$ cat src/rtl/button_event.sv
// button_event: turns a debounced level into press/release/long/repeat events.
// Ports: clock, reset (sync, active-high), level_in, event_valid/event_ready/event_code, event_overflow, pressed.
// Optional BUTTON_EVENT_FIFO_EN: 4-entry FWFT event FIFO instead of a single output register.
module button_event #(
   parameter longint CLOCK_HZ              = 12_000_000,
   parameter longint TICK_HZ               = 1000,
   parameter int     LONG_PRESS_TICKS      = 500,
   parameter int     REPEAT_DELAY_TICKS    = 250,
   parameter int     REPEAT_INTERVAL_TICKS = 100
) (
   input  logic       clock,
   input  logic       reset,
   input  logic       level_in,
   output logic       event_valid,
   input  logic       event_ready,
   output logic [2:0] event_code,
   output logic       event_overflow,
   output logic       pressed
);

   localparam longint DIVIDER = CLOCK_HZ / TICK_HZ;
   localparam int DIV_W  = $clog2(DIVIDER);
   localparam int MAX_AB = (LONG_PRESS_TICKS > REPEAT_DELAY_TICKS) ?
                           LONG_PRESS_TICKS : REPEAT_DELAY_TICKS;
   localparam int MAX_T  = (MAX_AB > REPEAT_INTERVAL_TICKS) ?
                           MAX_AB : REPEAT_INTERVAL_TICKS;
   localparam int CNT_W  = $clog2(MAX_T + 1);

   localparam logic [2:0] EV_PRESS     = 3'd0;
   localparam logic [2:0] EV_REL_SHORT = 3'd1;
   localparam logic [2:0] EV_LONG      = 3'd2;
   localparam logic [2:0] EV_REPEAT    = 3'd3;
   localparam logic [2:0] EV_REL_LONG  = 3'd4;

   typedef enum logic [1:0] {
      S_IDLE,
      S_PRESSED,
      S_HELD,
      S_REPEATING
   } state_t;

   state_t           state;
   state_t           state_nxt;
   logic [DIV_W-1:0] div_q;
   logic [CNT_W-1:0] cnt;
   logic [CNT_W-1:0] cnt_nxt;
   logic [CNT_W-1:0] cnt_inc;
   logic             level_q;
   logic             tick;
   logic             rise;
   logic             fall;
   logic             long_hit;
   logic             delay_hit;
   logic             intv_hit;
   logic             ev_new;
   logic [2:0]       ev_code;

   // Free-running divider; never re-phased by button activity.
   always_ff @(posedge clock) begin
      if (reset) begin
         div_q   <= '0;
         level_q <= 1'b0;
      end else begin
         div_q   <= (div_q == DIV_W'(DIVIDER - 1)) ? '0 : div_q + DIV_W'(1);
         level_q <= level_in;
      end
   end

   assign tick      = (div_q == '0);
   assign rise      = level_in & ~level_q;
   assign fall      = ~level_in & level_q;
   assign pressed   = level_q;
   assign cnt_inc   = cnt + CNT_W'(1);
   assign long_hit  = (cnt_inc == CNT_W'(LONG_PRESS_TICKS));
   assign delay_hit = (cnt_inc == CNT_W'(REPEAT_DELAY_TICKS));
   assign intv_hit  = (cnt_inc == CNT_W'(REPEAT_INTERVAL_TICKS));

   always_ff @(posedge clock) begin
      if (reset) begin
         state <= S_IDLE;
         cnt   <= '0;
      end else begin
         state <= state_nxt;
         cnt   <= cnt_nxt;
      end
   end

   // Release is checked before tick expiry so a coincident fall wins.
   always_comb begin
      state_nxt = state;
      cnt_nxt   = cnt;
      unique case (state)
         S_IDLE: begin
            if (rise) begin
               state_nxt = S_PRESSED;
               cnt_nxt   = '0;
            end
         end
         S_PRESSED: begin
            if (fall) begin
               state_nxt = S_IDLE;
               cnt_nxt   = '0;
            end else if (tick) begin
               if (long_hit) begin
                  state_nxt = S_HELD;
                  cnt_nxt   = '0;
               end else begin
                  cnt_nxt = cnt_inc;
               end
            end
         end
         S_HELD: begin
            if (fall) begin
               state_nxt = S_IDLE;
               cnt_nxt   = '0;
            end else if (tick) begin
               if (delay_hit) begin
                  state_nxt = S_REPEATING;
                  cnt_nxt   = '0;
               end else begin
                  cnt_nxt = cnt_inc;
               end
            end
         end
         S_REPEATING: begin
            if (fall) begin
               state_nxt = S_IDLE;
               cnt_nxt   = '0;
            end else if (tick) begin
               cnt_nxt = intv_hit ? '0 : cnt_inc;
            end
         end
         default: begin
            state_nxt = S_IDLE;
            cnt_nxt   = '0;
         end
      endcase
   end

   always_comb begin
      ev_new  = 1'b0;
      ev_code = EV_PRESS;
      unique case (state)
         S_IDLE: begin
            if (rise) begin
               ev_new  = 1'b1;
               ev_code = EV_PRESS;
            end
         end
         S_PRESSED: begin
            if (fall) begin
               ev_new  = 1'b1;
               ev_code = EV_REL_SHORT;
            end else if (tick && long_hit) begin
               ev_new  = 1'b1;
               ev_code = EV_LONG;
            end
         end
         S_HELD: begin
            if (fall) begin
               ev_new  = 1'b1;
               ev_code = EV_REL_LONG;
            end else if (tick && delay_hit) begin
               ev_new  = 1'b1;
               ev_code = EV_REPEAT;
            end
         end
         S_REPEATING: begin
            if (fall) begin
               ev_new  = 1'b1;
               ev_code = EV_REL_LONG;
            end else if (tick && intv_hit) begin
               ev_new  = 1'b1;
               ev_code = EV_REPEAT;
            end
         end
         default: begin
            ev_new  = 1'b0;
            ev_code = EV_PRESS;
         end
      endcase
   end

`ifdef BUTTON_EVENT_FIFO_EN
   logic [2:0] mem [4];
   logic [1:0] wr_ptr;
   logic [1:0] rd_ptr;
   logic [2:0] count;
   logic       full;
   logic       pop;
   logic       push;
   logic       ovf_q;

   assign full = (count == 3'd4);
   assign pop  = (count != 3'd0) & event_ready;
   // A full FIFO still accepts when the head leaves in the same cycle.
   assign push = ev_new & (~full | pop);

   always_ff @(posedge clock) begin
      if (reset) begin
         for (int i = 0; i < 4; i++) begin
            mem[i] <= '0;
         end
         wr_ptr <= '0;
         rd_ptr <= '0;
         count  <= '0;
         ovf_q  <= 1'b0;
      end else begin
         if (push) begin
            mem[wr_ptr] <= ev_code;
            wr_ptr      <= wr_ptr + 2'd1;
         end
         if (pop) begin
            rd_ptr <= rd_ptr + 2'd1;
         end
         count <= count + {2'b00, push} - {2'b00, pop};
         ovf_q <= ev_new & full & ~pop;
      end
   end

   assign event_valid    = (count != 3'd0);
   assign event_code     = mem[rd_ptr];
   assign event_overflow = ovf_q;
`else
   logic       valid_q;
   logic [2:0] code_q;
   logic       ovf_q;
   logic       load;

   // Loading over an accepted event keeps valid high with no gap.
   assign load = ev_new & (~valid_q | event_ready);

   always_ff @(posedge clock) begin
      if (reset) begin
         valid_q <= 1'b0;
         code_q  <= '0;
         ovf_q   <= 1'b0;
      end else begin
         if (load) begin
            valid_q <= 1'b1;
            code_q  <= ev_code;
         end else if (valid_q && event_ready) begin
            valid_q <= 1'b0;
         end
         ovf_q <= ev_new & valid_q & ~event_ready;
      end
   end

   assign event_valid    = valid_q;
   assign event_code     = code_q;
   assign event_overflow = ovf_q;
`endif

endmodule
$ cat config.mk
export PLATFORM = sky130hd
export DESIGN_NAME = button_event
export DESIGN_NICKNAME = d
export VERILOG_FILES = /design/src/rtl/button_event.sv
export SDC_FILE = /design/constraint.sdc
export NUM_CORES = 1
export LEC_CHECK = 0
export CORE_MARGIN = 2
export CORE_UTILIZATION = 50
export CTS_CLUSTER_DIAMETER = 40
export DETAILED_ROUTE_END_ITERATION = 6
export GPL_TIMING_DRIVEN = 0
export HOLD_SLACK_MARGIN = 0.06
export PLACE_DENSITY = 0.7
export SYNTH_ARGS = -nofsm -noshare
export SYNTH_HDL_FRONTEND = slang
export SYNTH_SLANG_ARGS = --single-unit
$ cat constraint.sdc
create_clock -name clock -period 3.3 [get_ports clock]
set_input_delay 0.99 -clock clock [delete_from_list [all_inputs] [get_ports clock]]
set_output_delay 0.99 -clock clock [all_outputs]
set_load 0.01 [all_outputs]
**Word level (Yosys, flattened, before mapping)**

Cells that the tools add are included.

- Register bits after elaboration: 31
- Latch bits: 0
- RAM bits: 0
- ROM bits: 0
- Input bits: 4
- Output and inout port bits: 6
- Memories kept: 0

- Add/subtract/negate cells: 2
- Multipliers: 0
- Divide/modulo/power cells: 0
- Order comparisons: 0
- Equality and inequality tests: 14
- Shift-type cells: 0
- Mux-type cells: 37
- Bitwise gates (word level): 10
- Reductions and logical operators: 10

Operator list:

| operator | number |
|---|---|
| 9-bit 2-to-1 mux | 10 |
| 9-bit case mux with 4 select lines | 1 |
| 2-bit 2-to-1 mux | 12 |
| 3-bit inequality test, second input constant | 5 |
| 14-bit by 1-bit adder with 14-bit output, second input constant | 1 |
| 14-bit == test, second input constant | 1 |
| 14-bit logical NOT | 1 |
| 3-bit case mux with 4 select lines | 1 |
| 9-bit by 1-bit adder with 9-bit output, second input constant | 1 |
| 9-bit by 7-bit == test with 1-bit output, second input constant | 1 |
| 9-bit by 8-bit == test with 1-bit output, second input constant | 1 |
| 9-bit == test, second input constant | 1 |
| 1-bit 2-to-1 mux | 9 |
| 2-bit case mux with 4 select lines | 1 |
| 3-bit 2-to-1 mux | 2 |
| 6-bit AND reduction | 1 |
| 1-bit AND | 5 |
| 2-bit == test, second input constant | 2 |
| 1-bit logical AND | 4 |
| 2-bit inequality test, second input constant | 2 |
| 1-bit inverter | 4 |
| 1-bit case mux with 4 select lines | 1 |
| 4-bit AND reduction | 1 |
| 2-bit by 1-bit == test with 1-bit output, second input constant | 1 |
| other kinds (4) | 4 |

**Logic depth before layout (Yosys ltp)**

- Word-level depth: 8
- Mapped depth: 9
- Mapped depth without buffers: 9

**Least setup slack after synthesis**

No wires, ideal clock.

- Path kind: input -> register
- Start: in level_in
- End: reg cnt[1]
- Library setup time: 0.079 ns
- Arrival: 2.262 ns
- Required time: 3.221 ns
- Setup slack: 0.959 ns
- Stages on the path: 7
- Cells stage by stage: and2b_2 clkbuf_8 mux2_2 a41oi_1 o21a_2 nand2_2 a211oi_2

- Word-level cells in the longest chain between the ends: 4

Ends and longest elaborated chain:

| what | line | source |
|---|---|---|
| start, declared | 13 | `input logic level_in,` |
| 1-bit inverter | 71 | `assign fall = ~level_in & level_q;` |
| 1-bit AND | 71 |  |
| 3-bit inequality test (no source line), or another cell as far along | -- |  |
| 4-bit AND reduction (no source line) / 9-bit case mux with 4 select lines (equally long branches) | -- |  |
| end signal, assigned | 84 | `cnt <= cnt_nxt;` |
| end, declared | 45 | `logic [CNT_W-1:0] cnt;` |

Parallel ways exist; a longest one is shown, timed or not.
A chain may end at the register's enable or synchronous reset.

**Final worst setup path**

Ends and elaborated chain as after synthesis.

==> summary.md <==
| Metric | Value |
|---|---|
| FF-to-FF Start | cnt[1] |
| Hold buffers post-CTS | 0 |
| Chip width | 64.8 um |
| Status | complete, no violations |
| Layout Skew | 0.00940 ns |
| Remaining DRCs | 0 |
| Leading area contributor after synthesis | dfxtp_1 |
| Cell with the most instances after synthesis | dfxtp_1 |
| Maximum VDD drop | 0.272 mV |
| Number of DRC markers in iteration 0 | 75 |
| Cts repair resizes | 0 |
| Placer Congestion | 0.816 |
| Die extent in y | 64.8 um |
| Starting Density | 0.512 |
| Max capacitance violation total | 0 |
| Core box area | 0.00361 mm2 |
| Cell total after placement | 267 |
| Final wirelength | 3.51 mm |
| Share of cells above drive strength 1 | 0.176 |
| F_max | 368 MHz |
| IO Port Bufs | 9 |
| Overflow after GRT | 0 |
| Post-synthesis area per instance | 8.79 um2 |
| Worst-Skew Late Latency | 0.29 ns |
| Yosys reg bits | 31 |
| Initial DRT Pass Iterations | 4 |
| Post-DP HPWL | 2.51 mm |
| Maximum fanout along the worst path | 10 |
| Reg2reg setup slack | 0.70 ns |
| Clock transition at path regs | 0.07 ns |
| Worst rel slew slack | 0.621 |
| Synthesized area | 0.00185 mm2 |
| Hold Path Class | flop to flop |
| GR Util All Layers | 0.186 |
| H-tree depth | 2 |
| Hold_sp | event_code[0] |
| Synth area leaders | dfxtp_1 (34%), nor2_1 (6.1%), xor2_1 (4.7%) |
| Via density per instance | 5.47 |
| Lkg Pwr | 0.743 nW |
| Post-synth EDFFs | 0 |
| Final Util | 0.586 |
| # diodes | 0 |
| Bufs on Longest Clock Path | 2 |
| Setup crit end kind | flop |
| Slew @ Worst Pin | 0.568 ns |
| Period utilization | 0.824 |
| Hold violation count in the final report | 0 |
| WL/cell | 12.8 um |
| Setup TNS | 0 ns |
| Final Max Slew Viols | 0 |
| Cells after synthesis | 210 |
| Total Power | 859 uW |
| Critical Path RT | 3.51 ns |
| I/O pin count | 10 |
| Clock sinks | 31 |
| Post-synth top area share | 0.336 |
| Setup-failing EPs final | 0 |
| Num CTS Buffers | 5 |
| Initial antenna violation count | 0 |
| Syn nets | 219 |
| RSZ-0062 raised after global routing | false |
| Most frequent cells after synthesis | dfxtp_1 (31), nor2_1 (30), nand2_1 (12), nand3_1 (11) |
| Pwr dens | 407 mW/mm2 |
| CTS Root Cell | clkbuf_8 |
| Die Area | 0.00419 mm2 |
| Hold-critical path depth | 2 |
| Area delta synth->final | 14.5% |
| NumNets Final | 235 |
| Postcts setup bufs | 0 |
| Critical path origin | level_in |
| TritonCTS clock tree | done |
| CP startpoint kind | primary input |
| Ys async rst share | 0 |
| Reg2Reg Depth | 9 |
| Hold Path Sink | event_code[0] |
| Critical path class | primary input to flop |
| Row count | 22 |
| Largest net degree at the start of global routing | 11 |
| Worst r2r dst | cnt[1] |
| Finished Layout Cells | 275 |
| Antenna Nets Post-Route | 0 |
| Synth warn | 0 |
| Count of cell types in the netlist | 59 |
| Worst EP arrival | 2.93 ns |
| Minimum clock period | 2.72 ns |
| Sequential-to-total area share from yosys stat | 0.336 |
| Vias | 1,504 |
| First-pass GRT wire length | 6.07 mm |
| Number of global-route vias before repair | 1,414 |
| Leading register cell type out of synthesis | dfxtp_1 |
power by group:
part           internal (mW)  switching (mW)  leakage [nW]
Sequential             0.382          0.0120         0.251
Combinational         0.0303          0.0427         0.431
Clock                  0.244           0.148        0.0612
Total                  0.656           0.203         0.743
metal layers:
layer  up-vias  global-route usage  wire [um]
li1        783                   -          -
met1       706               0.235       1770
met2         9               0.303       1610
met3         6              0.0330         61
met4         0              0.0931         57
met5         -                   0          0
state kept, by name, summed over array words and instances (netlist names):
signal          count
cnt                 9
event_overflow      1
state               2
div_q              14
event_code          3
pressed             1
event_valid         1
cell families after synthesis:
logic type | after synthesis | share of synthesized area
and+or+nand+nor | 96 | 0.304
xor gates and xnor gates | 18 | 0.0854
AOI/OAI and AO/OA | 41 | 0.176
muxes | 2 | 0.0115
adders and majority gates | 5 | 0.0339
DFF | 31 | 0.336
buffers and inverters | 17 | 0.0529
cell type report:
cell class,count,area [um2]
fill,331,1490
multi-input combinational,162,1130
sequential,31,621
timing repair buffer,9,90.1
clock buffer,6,82.6
buffer,7,60.1
tap,48,60.1
inverter,10,37.5
clock inverter,2,35.0
worst max-delay path, stage by stage:
cell and delay [ns]:
clkdlybuf4s50_1 0.48, and2b_2 0.23, clkbuf_8 0.16, mux2_2 0.27, a41oi_1 0.21, o21a_2 0.24, nand2_2 0.14, a211oi_2 0.21
how the worst max path moves through the flow:
| stage | end | slack [ns] | cells past startpoint |
|---|---|---|---|
| after floorplan | cnt[1] | 0.96 | 7 |
| after global placement | cnt[1] | 0.29 | 8 |
| after detailed placement | cnt[1] | 0.30 | 8 |
| after CTS | cnt[1] | 0.59 | 8 |
| after global routing | cnt[1] | 0.42 | 8 |
| final | cnt[1] | 0.58 | 8 |
per-stage QoR:
stage | area (um2) | worst slack [ns] | hold slack, ns
finish | 2110 | 0.581 | 0.473
CTS | 2110 | 0.590 | 0.473
global route | 2110 | 0.424 | 0.504
global placement | 2000 | 0.285 | 0.451
floorplan | 1850 | 0.959 | 0.441
detailed placement | 2000 | 0.295 | 0.463
cell usage in the layout, fill, tap and decap left out, types with 3 or more instances in the layout:
master | Yosys | layout
a21oi_1 | 10 | 10
clkbuf_8 | 1 | 7
clkdlybuf4s50_1 | 0 | 9
dfxtp_1 | 31 | 31
ha_1 | 5 | 5
inv_1 | 10 | 10
nand2_1 | 12 | 12
nand3_1 | 11 | 11
nand4_1 | 4 | 4
nand4_2 | 3 | 3
nor2_1 | 30 | 30
nor3_1 | 7 | 7
nor4_1 | 3 | 3
o21ai_0 | 7 | 7
xnor2_1 | 8 | 8
xor2_1 | 10 | 10
(Power assumes the default switching activity.)
